## src/rtl/infifo_dispatch_pkg.sv

```systemverilog
// Shared types and default sizing for the input-FIFO dispatcher.
package infifo_pkg;

   localparam int unsigned NUM_THREADS_DEFAULT    = 8;
   localparam int unsigned TIMEOUT_CYCLES_DEFAULT = 1024;

   // Per-thread ownership: free, being filled by upstream, or owned by the CPU.
   typedef enum logic [1:0] {
      StFree = 2'd0,
      StFill = 2'd1,
      StCpu  = 2'd2
   } thread_state_e;

endpackage

```

## src/rtl/infifo_dispatch_if.sv

```systemverilog
// Handshake bundle between the packet source / CPU side and the dispatcher.
interface infifo_dispatch_if import infifo_pkg::*; #(
   parameter int unsigned NUM_THREADS = NUM_THREADS_DEFAULT,
   localparam int unsigned SEL_W = $clog2(NUM_THREADS)
) ();

   logic                   firstword_in;
   logic                   fifowrite_in;
   logic                   enable_cpu_in;
   logic [NUM_THREADS-1:0] fifo_done;
   logic [NUM_THREADS-1:0] firstword_out;
   logic [NUM_THREADS-1:0] fifowrite_out;
   logic [NUM_THREADS-1:0] enable_cpu_out;
   logic [SEL_W-1:0]       cur_thread;
   logic                   cur_valid;
   logic                   stop_smallfifo_read;
   logic [NUM_THREADS-1:0] busy_vec;
   logic [NUM_THREADS-1:0] timeout_vec;

   // Dispatcher side.
   modport slave (
      input  firstword_in, fifowrite_in, enable_cpu_in, fifo_done,
      output firstword_out, fifowrite_out, enable_cpu_out, cur_thread, cur_valid,
             stop_smallfifo_read, busy_vec, timeout_vec
   );

   // Packet source / CPU side.
   modport master (
      output firstword_in, fifowrite_in, enable_cpu_in, fifo_done,
      input  firstword_out, fifowrite_out, enable_cpu_out, cur_thread, cur_valid,
             stop_smallfifo_read, busy_vec, timeout_vec
   );

endinterface

```

## src/rtl/infifo_dispatch_rr_pick.sv

```systemverilog
// Round-robin picker: first requester strictly after last_grant, wrapping around.
module rr_pick #(
   parameter int unsigned NUM_THREADS = 8,
   localparam int unsigned SEL_W = $clog2(NUM_THREADS)
) (
   input  logic [NUM_THREADS-1:0] req,
   input  logic [SEL_W-1:0]       last_grant,
   output logic [SEL_W-1:0]       winner,
   output logic                   found
);

   logic [SEL_W-1:0] idx;

   // Scan farthest-to-nearest so the nearest requester past last_grant overwrites last.
   // Index arithmetic wraps for free because NUM_THREADS is a power of two.
   always_comb begin
      winner = '0;
      found  = 1'b0;
      idx    = '0;
      for (int k = NUM_THREADS; k >= 1; k--) begin
         idx = last_grant + SEL_W'(k);
         if (req[idx]) begin
            winner = idx;
            found  = 1'b1;
         end
      end
   end

endmodule

```

## src/rtl/infifo_dispatch.sv

```systemverilog
// Routes one incoming packet at a time to a free per-thread input FIFO and tracks each
// thread through FREE -> FILL -> CPU -> FREE. Optional CPU-ownership watchdog is built
// when INFIFO_DISPATCH_TIMEOUT_EN is defined; otherwise timeout_vec is tied low.
module infifo_dispatch import infifo_pkg::*; #(
   parameter int unsigned NUM_THREADS    = NUM_THREADS_DEFAULT,
   parameter int unsigned TIMEOUT_CYCLES = TIMEOUT_CYCLES_DEFAULT,
   localparam int unsigned SEL_W = $clog2(NUM_THREADS)
) (
   input logic             clk,
   input logic             reset,
   infifo_dispatch_if.slave bus
);

   if (NUM_THREADS < 2 || NUM_THREADS > 32 || (NUM_THREADS & (NUM_THREADS - 1)) != 0)
   begin : g_bad_threads
      $error("NUM_THREADS must be a power of two in 2..32");
   end
   if (TIMEOUT_CYCLES < 1) begin : g_bad_timeout
      $error("TIMEOUT_CYCLES must be at least 1");
   end

`ifdef INFIFO_DISPATCH_TIMEOUT_EN
   localparam int unsigned CNT_W = $clog2(TIMEOUT_CYCLES + 1);
`endif

   logic                   cur_valid_q, cur_valid_d;
   logic [SEL_W-1:0]       cur_thread_q, cur_thread_d;
   logic [SEL_W-1:0]       last_grant_q, last_grant_d;
   logic [NUM_THREADS-1:0] fw_route, wr_route, en_route;
   logic [NUM_THREADS-1:0] free_next, busy_int, tmo_int;
   logic [SEL_W-1:0]       rr_winner;
   logic                   rr_found;

   // Steer the packet strobes to the allocated thread; drop everything when unallocated.
   always_comb begin
      fw_route = '0;
      wr_route = '0;
      en_route = '0;
      if (cur_valid_q) begin
         fw_route[cur_thread_q] = bus.firstword_in;
         wr_route[cur_thread_q] = bus.fifowrite_in;
         en_route[cur_thread_q] = bus.enable_cpu_in;
      end
   end

   for (genvar i = 0; i < NUM_THREADS; i++) begin : g_thread
      thread_state_e state_q, state_d;
      logic          expire;

`ifdef INFIFO_DISPATCH_TIMEOUT_EN
      logic [CNT_W-1:0] cnt_q, cnt_d;
      logic             tmo_q, tmo_d;

      // Last permitted CPU cycle is the one where the count has reached TIMEOUT_CYCLES-1.
      assign expire = (state_q == StCpu) && (cnt_q == CNT_W'(TIMEOUT_CYCLES - 1));
      // A simultaneous fifo_done is a normal release, so no pulse.
      assign tmo_d  = expire && !bus.fifo_done[i];

      // Count cycles spent in CPU; zero whenever the thread is not staying in CPU.
      always_comb begin
         cnt_d = '0;
         if (state_q == StCpu && state_d == StCpu) begin
            cnt_d = cnt_q + CNT_W'(1);
         end
      end

      // Watchdog counter and release pulse registers.
      always_ff @(posedge clk) begin
         if (reset) begin
            cnt_q <= '0;
            tmo_q <= 1'b0;
         end else begin
            cnt_q <= cnt_d;
            tmo_q <= tmo_d;
         end
      end

      assign tmo_int[i] = tmo_q;
`else
      assign expire     = 1'b0;
      assign tmo_int[i] = 1'b0;
`endif

      // Thread ownership next state from the routed strobes and CPU release.
      always_comb begin
         state_d = state_q;
         unique case (state_q)
            StFree: if (fw_route[i]) state_d = en_route[i] ? StCpu : StFill;
            StFill: if (en_route[i]) state_d = StCpu;
            StCpu:  if (bus.fifo_done[i] || expire) state_d = StFree;
            default: state_d = StFree;
         endcase
      end

      // Thread ownership register.
      always_ff @(posedge clk) begin
         if (reset) begin
            state_q <= StFree;
         end else begin
            state_q <= state_d;
         end
      end

      assign busy_int[i]  = (state_q != StFree);
      // Threads released this cycle are already offered to the picker.
      assign free_next[i] = (state_d == StFree);
   end

   rr_pick #(
      .NUM_THREADS(NUM_THREADS)
   ) u_rr_pick (
      .req       (free_next),
      .last_grant(last_grant_q),
      .winner    (rr_winner),
      .found     (rr_found)
   );

   // Allocation: hand-off closes the current slot; an empty slot takes the RR winner.
   always_comb begin
      cur_valid_d  = cur_valid_q;
      cur_thread_d = cur_thread_q;
      last_grant_d = last_grant_q;
      if (cur_valid_q) begin
         if (bus.enable_cpu_in) cur_valid_d = 1'b0;
      end else if (rr_found) begin
         cur_valid_d  = 1'b1;
         cur_thread_d = rr_winner;
         last_grant_d = rr_winner;
      end
   end

   // Allocation registers; last_grant starts at the top so thread 0 wins first.
   always_ff @(posedge clk) begin
      if (reset) begin
         cur_valid_q  <= 1'b0;
         cur_thread_q <= '0;
         last_grant_q <= SEL_W'(NUM_THREADS - 1);
      end else begin
         cur_valid_q  <= cur_valid_d;
         cur_thread_q <= cur_thread_d;
         last_grant_q <= last_grant_d;
      end
   end

   assign bus.firstword_out       = fw_route;
   assign bus.fifowrite_out       = wr_route;
   assign bus.enable_cpu_out      = en_route;
   assign bus.cur_thread          = cur_thread_q;
   assign bus.cur_valid           = cur_valid_q;
   assign bus.stop_smallfifo_read = ~cur_valid_q;
   assign bus.busy_vec            = busy_int;
   assign bus.timeout_vec         = tmo_int;

endmodule

```

## src/flat_wrapper.sv

```systemverilog
// flat-port wrapper written by rule: the top's interface ports become plain ports
module infifo_dispatch_flat import infifo_pkg::*;
#(
   parameter int unsigned NUM_THREADS    = NUM_THREADS_DEFAULT,
   parameter int unsigned TIMEOUT_CYCLES = TIMEOUT_CYCLES_DEFAULT,
   localparam int unsigned SEL_W = $clog2(NUM_THREADS)
)
  (clk, reset, bus_firstword_in, bus_fifowrite_in, bus_enable_cpu_in, bus_fifo_done, bus_firstword_out, bus_fifowrite_out, bus_enable_cpu_out, bus_cur_thread, bus_cur_valid, bus_stop_smallfifo_read, bus_busy_vec, bus_timeout_vec);
  infifo_dispatch_if #(.NUM_THREADS(NUM_THREADS)) bus_i ();
  input logic clk;
  input logic reset;
  input wire logic [$bits(bus_i.firstword_in)-1:0] bus_firstword_in;
  input wire logic [$bits(bus_i.fifowrite_in)-1:0] bus_fifowrite_in;
  input wire logic [$bits(bus_i.enable_cpu_in)-1:0] bus_enable_cpu_in;
  input wire logic [$bits(bus_i.fifo_done)-1:0] bus_fifo_done;
  output wire logic [$bits(bus_i.firstword_out)-1:0] bus_firstword_out;
  output wire logic [$bits(bus_i.fifowrite_out)-1:0] bus_fifowrite_out;
  output wire logic [$bits(bus_i.enable_cpu_out)-1:0] bus_enable_cpu_out;
  output wire logic [$bits(bus_i.cur_thread)-1:0] bus_cur_thread;
  output wire logic [$bits(bus_i.cur_valid)-1:0] bus_cur_valid;
  output wire logic [$bits(bus_i.stop_smallfifo_read)-1:0] bus_stop_smallfifo_read;
  output wire logic [$bits(bus_i.busy_vec)-1:0] bus_busy_vec;
  output wire logic [$bits(bus_i.timeout_vec)-1:0] bus_timeout_vec;
  assign bus_i.firstword_in = bus_firstword_in;
  assign bus_i.fifowrite_in = bus_fifowrite_in;
  assign bus_i.enable_cpu_in = bus_enable_cpu_in;
  assign bus_i.fifo_done = bus_fifo_done;
  assign bus_firstword_out = bus_i.firstword_out;
  assign bus_fifowrite_out = bus_i.fifowrite_out;
  assign bus_enable_cpu_out = bus_i.enable_cpu_out;
  assign bus_cur_thread = bus_i.cur_thread;
  assign bus_cur_valid = bus_i.cur_valid;
  assign bus_stop_smallfifo_read = bus_i.stop_smallfifo_read;
  assign bus_busy_vec = bus_i.busy_vec;
  assign bus_timeout_vec = bus_i.timeout_vec;
  infifo_dispatch #(.NUM_THREADS(NUM_THREADS), .TIMEOUT_CYCLES(TIMEOUT_CYCLES)) u_core (.clk(clk), .reset(reset), .bus(bus_i));
endmodule
```

## config.mk

```make
export PLATFORM = sky130hd
export DESIGN_NAME = infifo_dispatch_flat
export DESIGN_NICKNAME = d
export VERILOG_FILES = /design/src/rtl/infifo_dispatch_pkg.sv /design/src/rtl/infifo_dispatch_if.sv /design/src/rtl/infifo_dispatch_rr_pick.sv /design/src/rtl/infifo_dispatch.sv /design/src/flat_wrapper.sv
export SDC_FILE = /design/constraint.sdc
export NUM_CORES = 1
export LEC_CHECK = 0
export CAP_MARGIN = 10
export CORE_MARGIN = 2
export CORE_UTILIZATION = 25
export CTS_CLUSTER_DIAMETER = 200
export DETAILED_ROUTE_END_ITERATION = 6
export GPL_ROUTABILITY_DRIVEN = 0
export PLACE_DENSITY = 0.5
export SLEW_MARGIN = 15
export SYNTH_ARGS = -nofsm -noshare
export SYNTH_HDL_FRONTEND = slang
export SYNTH_SLANG_ARGS = --single-unit
```

## constraint.sdc

```tcl
create_clock -name clk -period 3.2 [get_ports clk]
set_input_delay 0.64 -clock clk [delete_from_list [all_inputs] [get_ports clk]]
set_output_delay 0.64 -clock clk [all_outputs]
set_load 0.01 [all_outputs]
```

==> After elaboration in Yosys (flattened, before gate mapping) <==
Index checks and enable logic that the tools add are counted.
{ "word_totals": {"regBits": 23, "in_bits": 13, "word_cells": 154} }
{ "op_classes": {"n_addsub": 7, "magnitude_cmp": 10, "eq_ne": 16, "muxes": 80, "bitwise": 4, "n_reduce_logical": 26} }
{ "op_table": {"columns": ["op", "n"], "rows": [
  ["two-way mux 2 bit", 32],
  ["case mux 2 bit (3 select lines)", 8],
  ["< comparator 3 x 4 -> 1 bit, second input constant", 9],
  ["logical NOT 2 bit", 16],
  ["AND 8 bit", 3],
  ["binary-select mux 1 bit (select 3 bit)", 8],
  ["two-way mux 3 bit", 8],
  ["two-way mux 8 bit", 3],
  ["two-way mux 1 bit", 20],
  ["equality test 2 x 1 -> 1 bit, second input constant", 8],
  ["equality test 2 bit, second input constant", 8],
  ["nonzero test 2 bit", 8],
  ["adder 3 bit, second input constant", 4],
  ["adder 3 x 2 -> 3 bit, second input constant", 2],
  ["adder 3 x 1 -> 3 bit, second input constant", 1],
  ["demux 1 bit (select 3 bit)", 1],
  ["greater-or-equal comparator 3 x 1 -> 1 bit, second input constant", 1],
  ["AND reduction 2 bit", 1],
  ["logical AND 1 bit", 1],
  ["inverter 1 bit", 1]
]} }

==> Longest topological paths before layout <==
{ "depth": {"word_depth": 22, "mapped_depth": 13, "depth_no_buf": 10} }

==> By module <==
Synthesis repeated with hierarchy kept, for this count alone.
{ "unflattened": {"hier_cells": 257, "area_unflattened_um2": 1963.1} }
{ "modules_own_cells": {"columns": ["mod", "instances", "cells_each", "area_each_um2", "seq_area_each_um2"], "rows": [
  ["infifo_dispatch", 1, 180, 1288.7, 460.4],
  ["rr_pick", 1, 77, 674.4, 0.0]
]} }

==> Worst setup path before layout <==
No wires, ideal clock.
{ "synth_timing": {"path_kind": "register to register", "from": "reg u_core.last_grant_q[0]", "to": "reg u_core.cur_thread_q[0] (netlist: u_core.bus.cur_thread[0])", "setup_time_ns": 0.091, "arrival_ns": 3.035, "t_required_ns": 3.109, "setup_slack_ns": 0.074, "path_stages_with_launch": 13, "period_less_slack_ns": 3.126, "path_cell_list": "dfxtp_1 > inv_1 > clkbuf_1 > ha_1 > buf_2 > inv_1 > clkbuf_1 > mux2i_1 > mux4_2 > o21bai_1 > a31o_1 > a21o_1 > a311oi_1"} }
{ "synth_via": {"elab_chain_cells": 11, "elab_cells_between_ends": 40} }
{ "synth_rtl": {"columns": ["item", "line_no", "rtl"], "rows": [
  ["start: declaration", "infifo_dispatch.sv:28", "logic [SEL_W-1:0] last_grant_q, last_grant_d;"],
  ["start signal: assignment", "infifo_dispatch.sv:137", "last_grant_q <= SEL_W'(NUM_THREADS - 1);"],
  ["start signal: assignment", "infifo_dispatch.sv:141", "last_grant_q <= last_grant_d;"],
  ["adder 3 bit or binary-select mux 1 bit (select 3 bit) (tied branches)", "infifo_dispatch_rr_pick.sv:21, infifo_dispatch_rr_pick.sv:22", null],
  ["binary-select mux 1 bit (select 3 bit) or two-way mux 1 bit (tied branches)", "infifo_dispatch_rr_pick.sv:22", "if (req[idx]) begin"],
  ["two-way mux 1 bit (not written as such)", "infifo_dispatch_rr_pick.sv:22", null],
  ["two-way mux 1 bit (7 in series)", "infifo_dispatch_rr_pick.sv:22", null],
  ["AND reduction 2 bit (no source line)", null, null],
  ["end signal: assignment", "infifo_dispatch.sv:140", "cur_thread_q <= cur_thread_d;"],
  ["end: declaration", "infifo_dispatch.sv:27", "logic [SEL_W-1:0] cur_thread_q, cur_thread_d;"]
]} }
Several ways; a longest one is shown, not always the timed one. The select of a mux whose other input is x is not followed.
A chain may end at the register's enable or synchronous reset.

==> Worst setup path after layout <==
{ "layout_timing": {"from": "reg u_core.cur_thread_q[1] (netlist: u_core.bus.cur_thread[1])", "to": "reg u_core.cur_thread_q[1] (netlist: u_core.bus.cur_thread[1])"} }
{ "layout_via": {"elab_chain_cells": 21, "elab_cells_between_ends": 82} }
{ "layout_rtl": {"columns": ["item", "line_no", "rtl"], "rows": [
  ["< comparator 3 x 4 -> 1 bit (not written as such) or greater-or-equal comparator 3 x 1 -> 1 bit (tied branches)", "infifo_dispatch.sv:40, infifo_dispatch.sv:42", null],
  ["logical AND 1 bit (not written as such)", "infifo_dispatch.sv:40, infifo_dispatch.sv:42", null],
  ["two-way mux 1 bit (not written as such)", "infifo_dispatch.sv:40, infifo_dispatch.sv:42", null],
  ["demux 1 bit (select 3 bit) *", null, null],
  ["AND 8 bit (no source line)", null, null],
  ["two-way mux 8 bit", "infifo_dispatch.sv:39", "if (cur_valid_q) begin"],
  ["two-way mux 2 bit (2 in series)", "infifo_dispatch.sv:88", "StFree: if (fw_route[i]) state_d = en_route[i] ? StCpu : StFill;"],
  ["case mux 2 bit (3 select lines)", "infifo_dispatch.sv:87", "unique case (state_q)"],
  ["logical NOT 2 bit", "infifo_dispatch.sv:106", "assign free_next[i] = (state_d == StFree);"],
  ["binary-select mux 1 bit (select 3 bit)", "infifo_dispatch_rr_pick.sv:22", null],
  ["two-way mux 1 bit (not written as such)", "infifo_dispatch_rr_pick.sv:22", null],
  ["two-way mux 1 bit (8 in series)", "infifo_dispatch_rr_pick.sv:22", null],
  ["AND reduction 2 bit (no source line)", null, null]
]} }
Every way passes the cells marked *; elsewhere a longest branch is shown, timed or not. The select of a mux whose other input is x is not followed.

==> impl_metrics.tcl <==
set metrics [dict create \
    cp-start-kind "register" \
    ctsHoldBuffers 0 \
    powerDensity_nw_per_um2 742 \
    p_total_uw 2650 \
    wl_mm 8.85 \
    stdcell_area_um2 3570 \
    drive_gt1_share_pct 24.9 \
    grt_pass1_wl_mm 13.9 \
    timing.hold.ws_ps 518 \
    clk_pin_slew_ps 100 \
    fin_crit_ps 3040 \
    rsz0062_at_grt "false" \
    dr.first_iter.drc_count 154 \
    critPathArrivalTime_ps 3190 \
    synth_top_family_by_area "compound AO/OA/AOI/OAI gates" \
    antenna_found_initial 0 \
    intPower_uw 1350 \
    first_pass_iters 4 \
    drc 0 \
    avgSynthCellArea_um2 7.63 \
    cts_buffers 3 \
    num_vias 2800 \
    fin_ws_ps 164 \
    met2_usage_pct 28.7 \
    grtUsageMet3_pct 2.10 \
    yosysUniqueCellTypes 65 \
    die_area_um2 10600 \
    synth_edf_count 0 \
    ant_nets 0 \
    yosysTopAreaCell "dfxtp_1" \
    synth_fa_ha_area_share_pct 1.02 \
    grt_most_used_layer "met2" \
    irDropWorstVdd_uv 229 \
    dpl-instance-area_um2 3390 \
    area_growth_pct 45.6 \
    viasPerCell 5.17 \
    grtUsageTotal_pct 16.8 \
    fin_tns_setup_ps 0 \
    ys_ff_latch 23 \
    dp_hpwl_mm 6.83 \
    fin_crit_sh_pct 94.9 \
    nNetsFinal 425 \
    fillers 1049 \
    cts_tree "built" \
    ff_latch_area_um2 460 \
    synth.area.top_cells "dfxtp_1, nor2_1, mux4_2" \
    synth_cells 321 \
    path_class "reg2reg" \
    skew_ps 6.26 \
    met1_usage_pct 22.2 \
    swShare_pct 48.8 \
    crit_fanout 8 \
    synth-warning-count 0 \
    endpoint_kind "register" \
    start_util_pct 25.4 \
    synth_top_area_share_pct 18.8 \
    grt_max_degree 21 \
    setup_viol 0 \
    combPwrFrac_pct 77.8 \
    p_sw_uw 1290 \
    die_h_um 103 \
    drv_cap 0 \
    gr-total-overflow 0 \
    ys.flop_type "dfxtp_1" \
    p_leak_uw 0.00142 \
    coreArea_um2 9640 \
    synth_xor_area_share_pct 1.07 \
    io_buffers 49 \
    clock-sinks 23 \
    synth_area_um2 2450 \
    cts_max_level 1 \
    n_antenna_cell 0 \
    synthMuxAreaShare_pct 10.9 \
    max_freq_mhz 329 \
    clockBufferDepth 2 \
    clockRootBuffer "clkbuf_8" \
    clkLatencyLatePin_ps 280 \
    io_pins 58 \
    synth_compound_area_share_pct 31.8 \
    status "finished clean" \
    clockPowerShare_pct 7.7 \
    wl_per_cell_um 16.3 \
    hp-class "reg2reg" \
    finalHoldViolCount 0 \
    p_seq_share_pct 14.6 \
    rows 36 \
    ys_seq_area_share_pct 18.8 \
    place_worst_setup_slack_ps -356 \
    slew_violations 0 \
    slew_headroom_pct 61.1 \
    die_w_um 103 \
    worstMarginPinSlew_ps 582 \
    synth-simple-area-share_pct 28.6 \
    multi_input_area_um2 1950 \
    cp.required_ps 3360 \
    grt_pass1_vias 2684 \
    synthArstFlopShare_pct 0 \
]
[logic make-up after synthesis]
family                     after synthesis
DFF                                     23
and+or+nand+nor                        142
buffers and inverters                   37
muxes                                   16
other                                    1
adders and majority gates                2
AOI/OAI and AO/OA                       97
xor gates and xnor gates                 3
[area by class of cell]
| class | count | area share, % |
|---|---|---|
| Inverter | 9 | 0.947 |
| Multi-Input combinational cell | 268 | 54.6 |
| Clock buffer | 3 | 1.16 |
| Sequential cell | 23 | 12.9 |
| Timing Repair Buffer | 105 | 25.6 |
| Clock inverter | 1 | 0.140 |
| Tap cell | 133 | 4.67 |
[worst paths after layout]
path | startpoint | end | slack [ps] | cells past startpoint
min | u_core.g_thread[0].state_q[1] | u_core.g_thread[0].state_q[0] | 520 | 1
min reg2reg | u_core.g_thread[0].state_q[1] | u_core.g_thread[0].state_q[0] | 520 | 1
max | u_core.bus.cur_thread[1] | u_core.bus.cur_thread[1] | 160 | 8
max reg2reg | u_core.bus.cur_thread[1] | u_core.bus.cur_thread[1] | 160 | 8
[power by group through the flow]
stage               Clock [uW]  Sequential, uW  Combinational, uW
global placement             0             390               1960
floorplan                    0             365               1220
detailed placement           0             391               1940
CTS                        211             385               1960
finish                     202             386               2060
global route               217             390               2230
[registers in the layout, summed over array words and instances, names as in the netlist]
signal	count
u_core.bus.cur_thread	3
u_core.bus.cur_valid	1
u_core.g_thread.state_q	16
u_core.last_grant_q	3
[synth_stat cells, types with 2 or more instances]
cell type  number
a2111oi_0       2
a2111oi_1       2
a211o_1         3
a211oi_1        6
a21o_1          5
a21oi_1        19
a221oi_1        3
a221oi_2        2
buf_2           4
buf_4           9
clkbuf_1       13
dfxtp_1        23
ha_1            2
inv_1           7
mux2i_1         8
mux4_1          2
mux4_2          6
nand2_1        21
nand2b_1        8
nand3_1         7
nand3b_1        2
nor2_1         60
nor2b_1         3
nor3_1          8
nor3b_1         6
nor4_1          8
o2111ai_1       5
o211ai_1        6
o21ai_0         7
o221ai_1        5
o22ai_1         5
o311a_1         5
o311ai_2        3
o31ai_1         2
or2_2          10
or3b_2          4
xnor2_1         2
[repair_timing]
action	in CTS	in global routing
endpoints found under the setup margin	3	6
setup buffers	0	1
pin swaps	0	4
gates resized for setup	3	13
[routing by layer]
metal  share of wire (%)  wire (um)
met3                 4.3        380
met5                   0          0
met2                  48       4270
met1                  46       4080
met4                 1.4        124
[placed cells by master, fill, tap and decap left out, types with 3 or more instances in the layout]
master,instances
nor2_1,60
buf_4,56
clkdlybuf4s50_1,48
dfxtp_1,23
nand2_1,21
a21oi_1,19
or2_2,10
nand2b_1,8
mux2i_1,8
nor4_1,8
conb_1,8
inv_1,7
nand3_1,7
nor3_1,7
o21ai_0,7
a211oi_1,6
mux4_2,6
o211ai_1,6
o2111ai_1,5
a21o_1,5
o221ai_1,5
nor3b_1,4
or3b_2,4
nor2b_1,3
a221oi_2,3
a211o_1,3
o311a_4,3
o22ai_1,3
clkbuf_8,3
[worst max-delay path, stage by stage, from the launching register on]
cell,delay [ps]
dfxtp_1,580
nor3b_1,550
a211oi_1,230
mux4_1,590
nand2b_1,220
o41ai_4,310
inv_1,180
o221ai_1,140
a21oi_1,100
[per-stage QoR]
step | cells | util, %
after floorplan | 328 | -
after global placement | 537 | 35.2
after detailed placement | 537 | 35.2
after CTS | 541 | 35.8
after global routing | 542 | 37.0
final | 542 | 37.0
(Power assumes the default switching activity.)
